### src/rtl/proc_multicycle.sv
// Multicycle 8-register CPU: FETCH -> EXEC (-> MEM) -> FETCH, retire pulses one cycle after completion.
// 2 cycles per ALU/branch op and 3 per load/store with zero-wait memories; code_ready/data_ready stall in place.
module proc_multicycle #(
    parameter int ADDR_SIZE = 18,
    parameter int WORD_SIZE = 18,
    parameter int RESET_IP  = 0
) (
    input  logic                 clock,
    input  logic                 reset,
    output logic                 code_req,
    output logic [ADDR_SIZE-1:0] code_addr,
    input  logic                 code_ready,
    input  logic [WORD_SIZE-1:0] code_word,
    output logic                 data_req,
    output logic                 data_we,
    output logic [ADDR_SIZE-1:0] data_addr,
    output logic [WORD_SIZE-1:0] data_wdata,
    input  logic                 data_ready,
    input  logic [WORD_SIZE-1:0] data_rdata,
    output logic                 retire,
    output logic                 halted
);
    localparam int W = WORD_SIZE;
    localparam int A = ADDR_SIZE;

    typedef enum logic [1:0] {FETCH, EXEC, MEM, HALT} state_t;

    state_t         state;
    logic [A-1:0]   ip;
    logic [W-1:0]   ir;
    logic [W-1:0]   regs [8];

    logic [3:0]     op;
    logic [2:0]     rx_i, ry_i, f;
    logic [W-1:0]   rxv, ryv, imm8, imm_l_sext, link, wb_val;
    logic [A-1:0]   ip_inc, ip_next, br_tgt, ea;
    logic           wb_en;

    assign op         = ir[W-1:W-4];
    assign rx_i       = ir[W-5:W-7];
    assign ry_i       = ir[W-8:W-10];
    assign f          = ir[2:0];
    assign rxv        = regs[rx_i];
    assign ryv        = regs[ry_i];
    assign imm8       = {{(W-8){ir[7]}}, ir[7:0]};
    assign imm_l_sext = {{7{ir[W-8]}}, ir[W-8:0]};
    assign ip_inc     = ip + 1'b1;
    assign link       = W'(ip_inc);
    assign br_tgt     = ip_inc + imm_l_sext[A-1:0];
    assign ea         = ryv[A-1:0] + imm8[A-1:0];
    assign code_addr  = ip;

    always_comb begin
        wb_val  = '0;
        wb_en   = 1'b0;
        ip_next = ip_inc;
        case (op)
            4'd0: begin wb_en = 1'b1; wb_val = ryv + imm8; end
            4'd1: begin wb_en = 1'b1; wb_val = imm_l_sext; end
            4'd2: begin wb_en = 1'b1; wb_val = {ir[W-8:0], 7'b0}; end
            4'd3: begin
                wb_en = 1'b1;
                case (f)
                    3'd0:    wb_val = rxv + ryv;
                    3'd1:    wb_val = rxv - ryv;
                    3'd2:    wb_val = rxv & ryv;
                    3'd3:    wb_val = rxv | ryv;
                    3'd4:    wb_val = rxv ^ ryv;
                    3'd5:    wb_val = rxv << 1;
                    3'd6:    wb_val = rxv >> 1;
                    default: wb_val = ryv;
                endcase
            end
            4'd6: if (rxv == '0) ip_next = br_tgt;
            // Target comes from the pre-write ry, so rx == ry still jumps to the old value.
            4'd7: begin wb_en = 1'b1; wb_val = link; ip_next = ryv[A-1:0]; end
            default: ;
        endcase
    end

    always_ff @(posedge clock) begin
        if (reset) begin
            state      <= FETCH;
            ip         <= A'(RESET_IP);
            ir         <= '0;
            for (int i = 0; i < 8; i++) regs[i] <= '0;
            code_req   <= 1'b1;
            retire     <= 1'b0;
            halted     <= 1'b0;
            data_req   <= 1'b0;
            data_we    <= 1'b0;
            data_addr  <= '0;
            data_wdata <= '0;
        end else begin
            retire <= 1'b0;
            case (state)
                FETCH: if (code_ready) begin
                    ir       <= code_word;
                    code_req <= 1'b0;
                    state    <= EXEC;
                end
                EXEC: case (op)
                    4'd4, 4'd5: begin
                        data_req   <= 1'b1;
                        data_we    <= (op == 4'd5);
                        data_addr  <= ea;
                        data_wdata <= rxv;
                        state      <= MEM;
                    end
                    4'd0, 4'd1, 4'd2, 4'd3, 4'd6, 4'd7: begin
                        if (wb_en) regs[rx_i] <= wb_val;
                        ip       <= ip_next;
                        retire   <= 1'b1;
                        code_req <= 1'b1;
                        state    <= FETCH;
                    end
                    default: begin
                        halted <= 1'b1;
                        state  <= HALT;
                    end
                endcase
                MEM: if (data_ready) begin
                    if (!data_we) regs[rx_i] <= data_rdata;
                    ip       <= ip_inc;
                    retire   <= 1'b1;
                    data_req <= 1'b0;
                    code_req <= 1'b1;
                    state    <= FETCH;
                end
                default: ;
            endcase
        end
    end
endmodule

### config.mk
export PLATFORM = sky130hd
export DESIGN_NAME = proc_multicycle
export DESIGN_NICKNAME = d
export VERILOG_FILES = /design/src/rtl/proc_multicycle.sv
export SDC_FILE = /design/constraint.sdc
export NUM_CORES = 1
export LEC_CHECK = 0
export BUFFER_PORTS_ARGS = -buffer_cell sky130_fd_sc_hd__buf_2
export CORE_UTILIZATION = 50
export DETAILED_ROUTE_END_ITERATION = 16
export PLACE_DENSITY = 0.72
export SYNTH_ARGS = -nofsm -noshare
export SYNTH_HDL_FRONTEND = slang
export SYNTH_SLANG_ARGS = --single-unit
### constraint.sdc
create_clock -name clock -period 13.1 [get_ports clock]
set_input_delay 0 -clock clock [delete_from_list [all_inputs] [get_ports clock]]
set_output_delay 0 -clock clock [all_outputs]
set_load 0.005 [all_outputs]
# Yosys cells after proc, flatten, opt, wreduce, memory -nomap -nowiden
# Memories as Yosys holds them, arrays and structs flattened. A register that Yosys moved wholly into a read port is not among the register bits.
# Index checks and enable logic that the tools add are counted.
# op_classes
add_sub_neg,5
n_mux,42
bitwise,5
eq_ne,19
reduce_logical,18
# ops
cell,count
$pmux W18 S7,1
$mux W18,5
$pmux W18 S5,1
$pmux W18 S2,2
$add A18 B18 Y18,3
$mux W1,21
$add A18 B1 Y18 const B,1
$and A18 B18 Y18,1
$logic_not A18 Y1,1
$or A18 B18 Y18,1
$reduce_or A18 Y1,1
$sub A18 B18 Y18,1
$xor A18 B18 Y18,1
$eq A4 B3 Y1 const B,4
$mux W3,5
$eq A3 B3 Y1 const B,3
$reduce_and A3 Y1,3
$eq A4 B2 Y1 const B,2
$ne A2 B2 Y1 const B,4
$reduce_or A8 Y1,1
$eq A3 B2 Y1 const B,2
$pmux W2 S3,1
$reduce_and A2 Y1,3
$reduce_or A6 Y1,1
18 further kinds,20
# word_totals
out_inout_bits,59
mem_count,1
register_bits,79
ramBits,144
inputBits,40
# memory_table
name,depth,word_bits,read_ports,rd_ports_with_merged_regs,write_ports,line_no,source
regs,8,18,2,2,8,31,logic [W-1:0] regs [8];

# Longest topological paths before layout
# depth
ltp_word,11
depth_mapped,19

# Worst setup path after synthesis
# No wires, ideal clock.
# synth_path
path_kind,flip-flop to flip-flop
start,reg with a tool-made name
end,mem regs[0][13] in the netlist's numbering (data pin)
slack_ns,7.899
setup_time_ns,0.287
path_stages_with_launch,20
required_ns,12.813
t_arrival_ns,4.914
period_less_slack_ns,5.201
n_path_buf,4
path_cell_list,dfxtp_1 > buf_2 > buf_4 > buf_4 > buf_2 > mux4_2 > mux2i_1 > ha_1 > a31oi_1 > or2_2 > nand2_1 > xnor2_1 > ha_1 > and4_1 > and3_1 > o311ai_0 > a21o_1 > a31o_2 > a221oi_1 > nor3_1
# synth_rtl
element,line_no
"end, declared",31

==> impl_table.tex <==
\begin{tabular}{lr}
\hline
Metric & Value \\
\hline
\multicolumn{2}{l}{\textbf{STA}} \\
Measured slew at the worst slew-check pin & about 1.3 ns \\
TNS Setup & 0 ns \\
Time the final worst path needs with I/O delays and setup & 6.31 ns \\
Max\_slew headroom & 0.159 \\
Number of failing hold endpoints at the final stage & 0 \\
Fmax & approximately 160 MHz \\
Final worst-path setup slack & 6.79 ns \\
Final-report setup violation count & 0 \\
Number of max-slew violations in the final report & 0 \\
Final worst hold slack & approximately 0.031 ns \\
Post-Route Skew & roughly 0.014 ns \\
Setup repair after global routing missed its margin & false \\
Portion of the clock cycle consumed by the worst path in the final layout & 0.482 \\
\multicolumn{2}{l}{\textbf{Yosys}} \\
Synthesized netlist net count & about 1.8k \\
Seq/Total Area, Yosys & 0.374 \\
Mean instance size in the synthesized netlist & slightly below 10 um2 \\
Cells after synthesis & 1,651 \\
Async set-or-reset flop fraction in the synthesized netlist & 0 \\
Warning count from the yosys run & 0 \\
Count of unique library cells instantiated by Yosys & 76 \\
Top\_reg\_cell synth & sky130\_fd\_sc\_hd\_\_edfxtp\_1 \\
Register bit total from synthesis & between 200 and 250 \\
Netlist area before placement & $\sim$16,000 um2 \\
Count of flip-flops with a built-in enable after synthesis & between 100 and 150 \\
\multicolumn{2}{l}{\textbf{Drt}} \\
Remaining antenna violation count & 0 \\
Total number of vias & 14.6k \\
Routed WL & $\sim$55,000 um \\
First-pass iteration count of the detailed router & 6 \\
Drt wl/cell & roughly 25 um \\
Mean number of vias per cell & about 6.7 \\
Remaining DRCs & 0 \\
Number of violations reported at the end of detailed-routing iteration 0 & between 1.5k and 2k \\
\multicolumn{2}{l}{\textbf{Clocking}} \\
Skew-Pair Late Insertion Delay & roughly 0.54 ns \\
Post-CTS sizing & 0 \\
Depth of the CTS H-tree & 1 \\
Maximum buffer depth of the clock tree & 3 \\
Total CTS buffers & 24 \\
Clock tree from TritonCTS & yes \\
Clock root buffer master & sky130\_fd\_sc\_hd\_\_clkbuf\_16 \\
Clock slew seen by the registers of the worst setup and hold paths & approximately 0.060 ns \\
Total clock sinks & roughly 230 \\
\multicolumn{2}{l}{\textbf{Floorplan}} \\
Width of the die & approximately 180 um \\
Top-Level Pins & 99 \\
Die Footprint & between 30,000 and 40,000 um2 \\
Floorplan Core Area & roughly 32,000 um2 \\
Number of rows created at floorplan & 65 \\
Die Span Y & around 180 um \\
Initial cell density of the core & 0.510 \\
\multicolumn{2}{l}{\textbf{Power and ir drop}} \\
Int Power & about 1.5 mW \\
Static Leak & a little under 7 nW \\
Sw Ratio & 0.338 \\
Clk network pwr share & 0.321 \\
Switching power & roughly 750 uW \\
Gate power share & 0.306 \\
Part of the power in registers & 0.373 \\
Pwr/cell area & approximately 120 nW/um2 \\
Peak ir drop on the vdd network & between 70 and 80 uV \\
\multicolumn{2}{l}{\textbf{Final layout}} \\
Most common cell after layout, fill and taps aside & sky130\_fd\_sc\_hd\_\_nor2\_1 \\
Commonest non-fill, non-tap cells in the layout & sky130\_fd\_sc\_hd\_\_nor2\_1, sky130\_fd\_sc\_hd\_\_a21oi\_1, sky130\_fd\_sc\_hd\_\_edfxtp\_1 \\
Area growth, synth to finish & 12.6\% \\
Total of fill cells in the finished design & 2,727 \\
Ratio of cells with drive above 1 in the final layout & 0.162 \\
Ant diodes & 0 \\
Final standard cell area without fillers & approximately 18,000 um2 \\
Number of nets in the finished design & $\sim$1.9k \\
\multicolumn{2}{l}{\textbf{Placement}} \\
Total half-perimeter wirelength after legalization and detailed placement & approximately 40,000 um \\
Weighted congestion at the end of routability-driven global placement & approximately 0.97 \\
Total cell area at the placement stage & around 17,000 um2 \\
Number of buffer cells added on primary ports & 98 \\
Placement Setup Slack & just over 7 ns \\
\multicolumn{2}{l}{\textbf{Worst hold path}} \\
Worst Hold Endpoint & regs[1][0]\$\_SDFFCE\_PN0P\_ \\
Hold Path Class & in -> reg \\
Hold path start & data\_rdata[0] \\
Hold-critical path depth & 3 \\
\multicolumn{2}{l}{\textbf{GRT}} \\
Global-route wire length before repair & about 84,000 um \\
Global route overflow & 0 \\
Pin count of the biggest net entering global routing & 59 \\
Combined global-route utilization of all metal layers & 0.334 \\
Number of antenna violations at the first check in global routing & 0 \\
Via count of the first global-routing pass & 14.2k \\
\multicolumn{2}{l}{\textbf{Setup path}} \\
Length in cells of the worst reg-to-reg path & 12 \\
Number of stages on the worst setup path & 12 \\
Critical-path cell list & buf\_4 -> mux4\_2 -> mux2i\_1 -> inv\_1 -> ha\_1 -> nand3\_1 -> o22ai\_1 -> o31ai\_1 -> a2111oi\_0 -> a211oi\_1 -> a221oi\_1 -> nor3\_1 \\
Crit path largest cell delay & about 1.1 ns \\
Cell family with the largest share of critical-path delay & compound AO/OA/AOI/OAI gates \\
Worst-path cell with the longest stage delay & sky130\_fd\_sc\_hd\_\_a2111oi\_0 \\
Critical path start-end classification & reg -> reg \\
Kind of start point of the critical path & flop \\
Critical Path Fanout Max & between 50 and 60 \\
Critical path capture point type & flop \\
Worst path buffer plus inverter count & 2 \\
Worst endpoint required time & between 10 and 15 ns \\
Worst reg2reg setup slack & roughly 6.8 ns \\
R2R Path End & regs[6][13]\$\_SDFFCE\_PN0P\_ \\
Data arrival time of the critical path & between 6 and 7 ns \\
\multicolumn{2}{l}{\textbf{Run}} \\
Number of maximum-capacitance constraint violations & 0 \\
\multicolumn{2}{l}{\textbf{Outcome}} \\
Result of the run & finished clean \\
\hline
\end{tabular}
-- metal layers --
metal	track usage	up-vias	wire length, um
met5	0	-	0
met4	0.172	0	2840
met3	0.0489	184	4900
met2	0.541	838	25700
met1	0.436	7105	21700
li1	-	6509	-
-- power groups by stage --
stage / sequential, mW / combinational (mW) / clock [mW]
floorplan: 0.830 / 0.460 / 0
global placement: 0.840 / 0.644 / 0
detailed placement: 0.842 / 0.652 / 0
CTS: 0.827 / 0.661 / 0.716
global route: 0.832 / 0.730 / 0.744
finish: 0.828 / 0.679 / 0.712
-- cell usage after synthesis, types with 7 or more instances --
cell type / n / area share
sky130_fd_sc_hd__nor2_1: 167 / 0.039
sky130_fd_sc_hd__a21oi_1: 147 / 0.046
sky130_fd_sc_hd__edfxtp_1: 144 / 0.27
sky130_fd_sc_hd__nand2_1: 134 / 0.031
sky130_fd_sc_hd__ha_1: 93 / 0.072
sky130_fd_sc_hd__nor3_1: 91 / 0.028
sky130_fd_sc_hd__dfxtp_1: 85 / 0.11
sky130_fd_sc_hd__mux4_2: 76 / 0.11
sky130_fd_sc_hd__clkbuf_1: 75 / 0.017
sky130_fd_sc_hd__inv_1: 67 / 0.016
sky130_fd_sc_hd__o21ai_0: 56 / 0.017
sky130_fd_sc_hd__xnor2_1: 44 / 0.024
sky130_fd_sc_hd__mux2i_1: 37 / 0.023
sky130_fd_sc_hd__a211oi_1: 36 / 0.017
sky130_fd_sc_hd__nand3_1: 25 / 0.0078
sky130_fd_sc_hd__a221oi_1: 23 / 0.012
sky130_fd_sc_hd__xor2_1: 22 / 0.012
sky130_fd_sc_hd__nand2b_1: 19 / 0.0074
sky130_fd_sc_hd__nor3b_1: 19 / 0.0088
sky130_fd_sc_hd__nor4_1: 19 / 0.0074
sky130_fd_sc_hd__a22oi_1: 15 / 0.0070
sky130_fd_sc_hd__nor2b_1: 15 / 0.0058
sky130_fd_sc_hd__or3_1: 15 / 0.0058
sky130_fd_sc_hd__a31oi_1: 14 / 0.0054
sky130_fd_sc_hd__a21o_1: 12 / 0.0056
sky130_fd_sc_hd__a222oi_1: 12 / 0.0074
sky130_fd_sc_hd__o221ai_1: 12 / 0.0065
sky130_fd_sc_hd__o31ai_1: 11 / 0.0051
sky130_fd_sc_hd__and2_1: 10 / 0.0039
sky130_fd_sc_hd__nand4_1: 10 / 0.0039
sky130_fd_sc_hd__o22ai_1: 10 / 0.0039
sky130_fd_sc_hd__buf_2: 8 / 0.0025
sky130_fd_sc_hd__and3_1: 7 / 0.0027
sky130_fd_sc_hd__and4_1: 7 / 0.0038
-- per-stage QoR --
stage | std cells | utilization | total power, mW
2_1_floorplan | 1651 | - | 1.29
3_3_place_gp | 2099 | 0.539 | 1.48
3_5_place_dp | 2099 | 0.539 | 1.49
4_1_cts | 2169 | 0.574 | 2.20
5_1_grt | 2169 | 0.574 | 2.30
6_report | 2169 | 0.574 | 2.22
-- final cells by class --
| class | instances | area (um2) | area share |
|---|---|---|---|
| multi-input cells | 1261 | 9480 | 0.522 |
| clock inverters | 10 | 96.3 | 0.00531 |
| inverters | 67 | 251 | 0.0139 |
| flip-flops and latches | 229 | 6030 | 0.332 |
| repair buffers | 167 | 1080 | 0.0593 |
| well taps | 402 | 503 | 0.0277 |
| clock buffers | 33 | 721 | 0.0397 |
-- flip-flops by register name, summed over array words and instances, names as in the netlist, named ones only --
register	count
regs	144
code_addr	18
data_addr	18
data_wdata	18
ir	18
state	2
code_req	1
data_req	1
data_we	1
halted	1
retire	1
-- tightest hold or removal path, stage by stage --
cell	delay [ns]
sky130_fd_sc_hd__buf_2	0.08
sky130_fd_sc_hd__o21ai_1	0.23
sky130_fd_sc_hd__nor2_1	0.15
-- kinds of logic after synthesis --
logic type	count (synthesis)	synth area share
buf+inv	161	0.0399
xor+xnor	66	0.0358
simple gates	554	0.163
mux	120	0.134
fa+ha+maj	96	0.0759
compound gates	425	0.177
flops	229	0.374
-- what timing repair did --
| item | in CTS | in global routing |
|---|---|---|
| buffers inserted | 0 | 0 |
| hold endpoints to repair | 80 | 0 |
| hold buffers | 27 | 0 |
-- worst max-delay path by stage --
stage / start / to / slack (ns)
CTS: flop / regs[6][13]$_SDFFCE_PN0P_ / 7.01
finish: flop / regs[6][13]$_SDFFCE_PN0P_ / 6.79
detailed placement: flop / regs[3][13]$_SDFFCE_PN0P_ / 7.10
global route: flop / regs[6][13]$_SDFFCE_PN0P_ / 6.43
floorplan: flop / regs[0][13]$_SDFFCE_PN0P_ / 7.90
global placement: flop / regs[5][13]$_SDFFCE_PN0P_ / 7.29
No activity file was read; power rests on OpenSTA's default activity.
